$ cat config.mk
export PLATFORM = sky130hd
export DESIGN_NAME = mmio_out_port
export DESIGN_NICKNAME = d
export VERILOG_FILES = /design/src/rtl/mmio_out_port.sv
export SDC_FILE = /design/constraint.sdc
export NUM_CORES = 1
export LEC_CHECK = 0
export CORE_UTILIZATION = 44
export CTS_CLUSTER_DIAMETER = 30
export DETAILED_ROUTE_END_ITERATION = 12
export PLACE_DENSITY = 0.84
export SLEW_MARGIN = 30
export SYNTH_ARGS = -nofsm -noshare
export SYNTH_HDL_FRONTEND = slang
export SYNTH_SLANG_ARGS = --single-unit
$ cat constraint.sdc
create_clock -name clk -period 9 [get_ports clk]
set_input_delay 2.7 -clock clk [delete_from_list [all_inputs] [get_ports clk]]
set_output_delay 2.7 -clock clk [all_outputs]
set_load 0.1 [all_outputs]
$ cat src/rtl/mmio_out_port.sv
// mmio_out_port: memory-mapped GPIO register plus a buffered 8N1 UART transmitter,
// with a pollable status word returned on the load path.
module mmio_out_port #(
    parameter int          CLKS_PER_BIT = 434,
    parameter logic [31:0] GPIO_ADDR    = 32'h1001_0024,
    parameter logic [31:0] TX_ADDR      = 32'h1001_0028,
    parameter logic [31:0] STAT_ADDR    = 32'h1001_002C
) (
    input  logic        clk,
    input  logic        reset,
    input  logic        wr_en_i,
    input  logic [31:0] addr_i,
    input  logic [31:0] wr_data_i,
    output logic [31:0] rd_data_o,
    output logic [7:0]  gpio_o,
    output logic        tx_o,
    output logic        tx_busy_o
);
    localparam int BW = $clog2(CLKS_PER_BIT);
    localparam logic [BW-1:0] BAUD_MAX = BW'(CLKS_PER_BIT - 1);

    typedef enum logic [1:0] {IDLE, START, DATA, STOP} state_t;

    state_t        state_q, state_d;
    logic [BW-1:0] baud_q, baud_d;
    logic [2:0]    bit_q, bit_d;
    logic [7:0]    shift_q, shift_d, hold_q, hold_d, gpio_q, gpio_d;
    logic          hold_full_q, hold_full_d, ovf_q, ovf_d, tx_q, tx_d;
    logic          gpio_wr, tx_wr, stat_wr, deq, accept, bit_end;

    always_comb begin
        gpio_wr     = wr_en_i && addr_i == GPIO_ADDR;
        tx_wr       = wr_en_i && addr_i == TX_ADDR;
        stat_wr     = wr_en_i && addr_i == STAT_ADDR;
        deq         = state_q == IDLE && hold_full_q;
        // a full buffer still accepts when it is being drained at the same edge
        accept      = tx_wr && (!hold_full_q || deq);
        bit_end     = baud_q == BAUD_MAX;
        gpio_d      = gpio_wr ? wr_data_i[7:0] : gpio_q;
        hold_d      = accept ? wr_data_i[7:0] : hold_q;
        hold_full_d = accept || (hold_full_q && !deq);
        ovf_d       = (tx_wr && !accept) || (ovf_q && !stat_wr);
        state_d     = state_q;
        baud_d      = baud_q;
        bit_d       = bit_q;
        shift_d     = shift_q;
        if (state_q == IDLE) begin
            if (deq) begin
                state_d = START;
                shift_d = hold_q;
                bit_d   = '0;
                baud_d  = '0;
            end
        end else begin
            baud_d = bit_end ? '0 : baud_q + BW'(1);
            if (bit_end) begin
                if (state_q == START) begin
                    state_d = DATA;
                end else if (state_q == STOP) begin
                    state_d = IDLE;
                end else begin
                    shift_d = shift_q >> 1;
                    bit_d   = bit_q + 3'd1;
                    state_d = bit_q == 3'd7 ? STOP : DATA;
                end
            end
        end
        // line level is registered from the next state so tx_o never glitches
        tx_d = state_d == START ? 1'b0 : state_d == DATA ? shift_d[0] : 1'b1;
    end

    always_ff @(posedge clk or negedge reset) begin
        if (!reset) begin
            state_q     <= IDLE;
            baud_q      <= '0;
            bit_q       <= '0;
            shift_q     <= '0;
            hold_q      <= '0;
            hold_full_q <= 1'b0;
            ovf_q       <= 1'b0;
            gpio_q      <= '0;
            tx_q        <= 1'b1;
        end else begin
            state_q     <= state_d;
            baud_q      <= baud_d;
            bit_q       <= bit_d;
            shift_q     <= shift_d;
            hold_q      <= hold_d;
            hold_full_q <= hold_full_d;
            ovf_q       <= ovf_d;
            gpio_q      <= gpio_d;
            tx_q        <= tx_d;
        end
    end

    always_comb begin
        rd_data_o = addr_i == STAT_ADDR ? {29'b0, ovf_q, hold_full_q, state_q != IDLE} :
                    addr_i == GPIO_ADDR ? {24'b0, gpio_q} : 32'b0;
    end

    assign gpio_o    = gpio_q;
    assign tx_o      = tx_q;
    assign tx_busy_o = state_q != IDLE || hold_full_q;
endmodule

==> impl_metrics.yaml <==
logic_synthesis:
  yosys_register_bits: 41
  synth-edff-count: 0
  avgSynthCellArea_sq_um: 10.66
  netlist_instances: 213
  synthFlopType: "dfrtp_1"
  yosysWarnings: 0
  ys_types: 42
  syn_area_sq_mm: 0.002270
  ys_seq_area_share_pct: 45.26
  async_reset_ff_share_pct: 100.0
placed_design:
  post_dp_cell_area_sq_mm: 0.002819
  gp_congestion: 0.8311
  detailed_place_hpwl_mm: 3.608
  port-buffer-count: 60
layout:
  drive_gt1_share_pct: 15.27
  multi_input_area_sq_mm: 0.001102
  n_antenna_cell: 0
  seqCellArea_sq_mm: 0.001027
  fillers: 409
  finalNetCount: 345
  area.growth.synth_to_final_pct: 28.45
  fin_util_pct: 60.13
  final_common_cell: "clkdlybuf4s50_1"
  finalInstanceArea_sq_mm: 0.002915
  layout_common_cells: "clkdlybuf4s50_1 (51), dfrtp_1 (40), conb_1 (24)"
setup_path:
  cpPeakStageDelay_ns: 0.58
  regToRegSetupSlack_ns: 6.75
  path_max_fanout: 7
  cp_slowest_cell: "or3_2"
  critPathKind: "input port to output port"
  r2r_cells: 4
  r2r_start: "state_q[0]"
  r2r_end: "shift_q[6]"
  startpoint_type: "input port"
  crit_required_ns: 6.30
  critical_path.cell_chain: "clkdlybuf4s50_1 > nor4b_1 > nand4_2 > or3_2 > a211oi_1 > buf_4"
  end_kind: "output port"
  cp.arrival_ns: 4.95
die:
  pin_count: 109
  fp.dieW_microns: 73.82
  rows: 25
  core_sq_mm: 0.004848
  die_y_microns: 73.82
  initial_core_util_pct: 46.81
  die_area_sq_mm: 0.005449
timing:
  setup_viol: 0
  timing.fmax_ghz: 0.1308
  min_period_over_period_pct: 84.97
  slew_viol_final: 0
  worstMarginPinSlew_ns: 0.9959
  hold_viol_final: 0
  fin_tns_setup_ns: 0
  rsz0062_at_grt: "no"
  max-slew-margin-rel_pct: 33.40
  period_needed_ns: 7.647
  clock_skew_ns: 0.004259
run_status:
  status: "completed"
clocking:
  ctsResizeCount: 0
  clkSlewWorstSetupHoldPaths_ns: 0.08
  htreeDepth: 2
  cts-root-buf: "clkbuf_8"
  clock_sinks: 41
  clk_latency_ns: 0.29
  cts_buffer_depth: 2
  cts_setup_buffers: 0
  cts_buffers: 5
  cts_tree: "yes"
  hold_buffers: 0
power_and_ir_drop:
  p_total_mw: 0.3789
  powerDensity_mw_per_mm2: 130.0
  peakVddDrop_mv: 0.1235
  clkPwrFrac_pct: 33.2
  switching_power_mw: 0.1155
  p_seq_share_pct: 48.6
  swShare_pct: 30.49
  p_comb_share_pct: 18.2
  p_leak_nw: 1.319
  intPower_mw: 0.2634
worst_hold_path:
  min_from: "hold_q[4]"
  min_to: "hold_q[4]"
  hold_path.class: "register to register"
  min_path_cells: 1
detailed_routing:
  drtAntennaViolNets: 0
  via_count: 1783
  wirelength_mm: 4.858
  vias_per_cell: 5.213
  drc: 0
  dr.pass1.iters: 4
  drtIter0Drc: 66
  wl_per_cell_microns: 14.20
grt:
  antenna_found_initial: 0
  grt_max_degree: 42
  grt_remaining_overflow: 0
  first_global_vias: 1890
  grt_pass1_wl_mm: 8.418
  grt_usage_pct: 20.43
job:
  drv_cap: 0
layer usage:
metal	GRT usage [%]	wire [microns]	up-vias
met5	0	0	-
met4	8.333	113	0
met3	4.664	160	13
met2	36.19	2591	54
met1	23.69	1993	866
li1	-	-	850
critical path, delay by kind of cell:
kind	cells	cell delay, ns
compound gates	1	0.23
buf+inv	2	0.72
simple gates	3	1.28
synth_stat cells, types with 2 or more instances:
master | n | share of area, %
nand2_1 | 12 | 2.0
nand4b_1 | 2 | 0.77
nor4b_1 | 2 | 0.77
buf_4 | 24 | 7.9
inv_1 | 6 | 0.99
a21oi_1 | 6 | 1.3
nor4_1 | 6 | 1.7
and2_1 | 6 | 1.7
nor3_1 | 5 | 1.1
a221o_1 | 6 | 2.6
xor2_1 | 3 | 1.2
o21ai_0 | 10 | 2.2
mux2_2 | 18 | 8.9
nor4_4 | 2 | 1.9
mux2i_1 | 4 | 1.8
nor2b_1 | 3 | 0.83
nor2_1 | 7 | 1.2
o22ai_1 | 3 | 0.83
ha_1 | 4 | 2.2
nand3_1 | 7 | 1.5
a211oi_1 | 4 | 1.3
nand4_1 | 2 | 0.55
clkbuf_1 | 5 | 0.83
and3_1 | 9 | 2.5
dfrtp_1 | 40 | 44
how the worst max path moves through the flow:
| stage | start | to | slack (ns) | depth (start not counted) |
|---|---|---|---|---|
| global placement | addr_i[1] | rd_data_o[0] | 1.36 | 6 |
| floorplan | addr_i[26] | rd_data_o[0] | 0.16 | 4 |
| detailed placement | addr_i[1] | rd_data_o[0] | 1.35 | 6 |
| finish | addr_i[1] | rd_data_o[0] | 1.35 | 6 |
| global route | addr_i[19] | rd_data_o[0] | 1.19 | 6 |
| CTS | addr_i[1] | rd_data_o[0] | 1.34 | 6 |
kinds of logic (layout without fill, tap and decap cells):
logic type | Yosys count | after routing | synth area share (%)
AO/OA/AOI/OAI | 34 | 34 | 10.20
XOR/XNOR | 4 | 4 | 1.544
adder cells (fa/ha/maj) | 4 | 4 | 2.205
buffers and inverters | 36 | 75 | 9.978
flip-flops | 41 | 41 | 45.26
multiplexers | 22 | 22 | 10.69
other | 1 | 24 | 0.1652
AND/OR/NAND/NOR | 71 | 71 | 19.96
sequential cells by signal, summed over array words and instances, names as in the netlist:
register     cells
ovf_q            1
hold_full_q      1
baud_q           9
state_q          2
bit_q            3
tx_o             1
hold_q           8
shift_q          8
gpio_o           8
final cells by class:
| class | instances | share of cell area [%] |
|---|---|---|
| timing repair buffer | 61 | 20.09 |
| clock buffer | 7 | 2.961 |
| sequential | 41 | 35.24 |
| tap | 67 | 2.876 |
| multi-input combinational | 159 | 37.81 |
| inverter | 6 | 0.7725 |
| clock inverter | 1 | 0.2575 |
through the flow:
step	hold slack [ns]	instances	setup WS (ns)
6_report	0.5030	342	1.353
5_1_grt	0.5235	342	1.193
4_1_cts	0.5056	342	1.340
3_5_place_dp	0.4872	334	1.352
3_3_place_gp	0.4845	334	1.364
2_1_floorplan	0.4722	236	0.1610
power groups by stage:
stage               sequential, mW  clock, mW  combinational [mW]
floorplan                    0.188          0              0.0544
global placement             0.188          0              0.0685
detailed placement           0.188          0              0.0690
CTS                          0.184      0.128              0.0691
global route                 0.184      0.136              0.0723
finish                       0.184      0.126              0.0689
(Power assumes the default switching activity.)
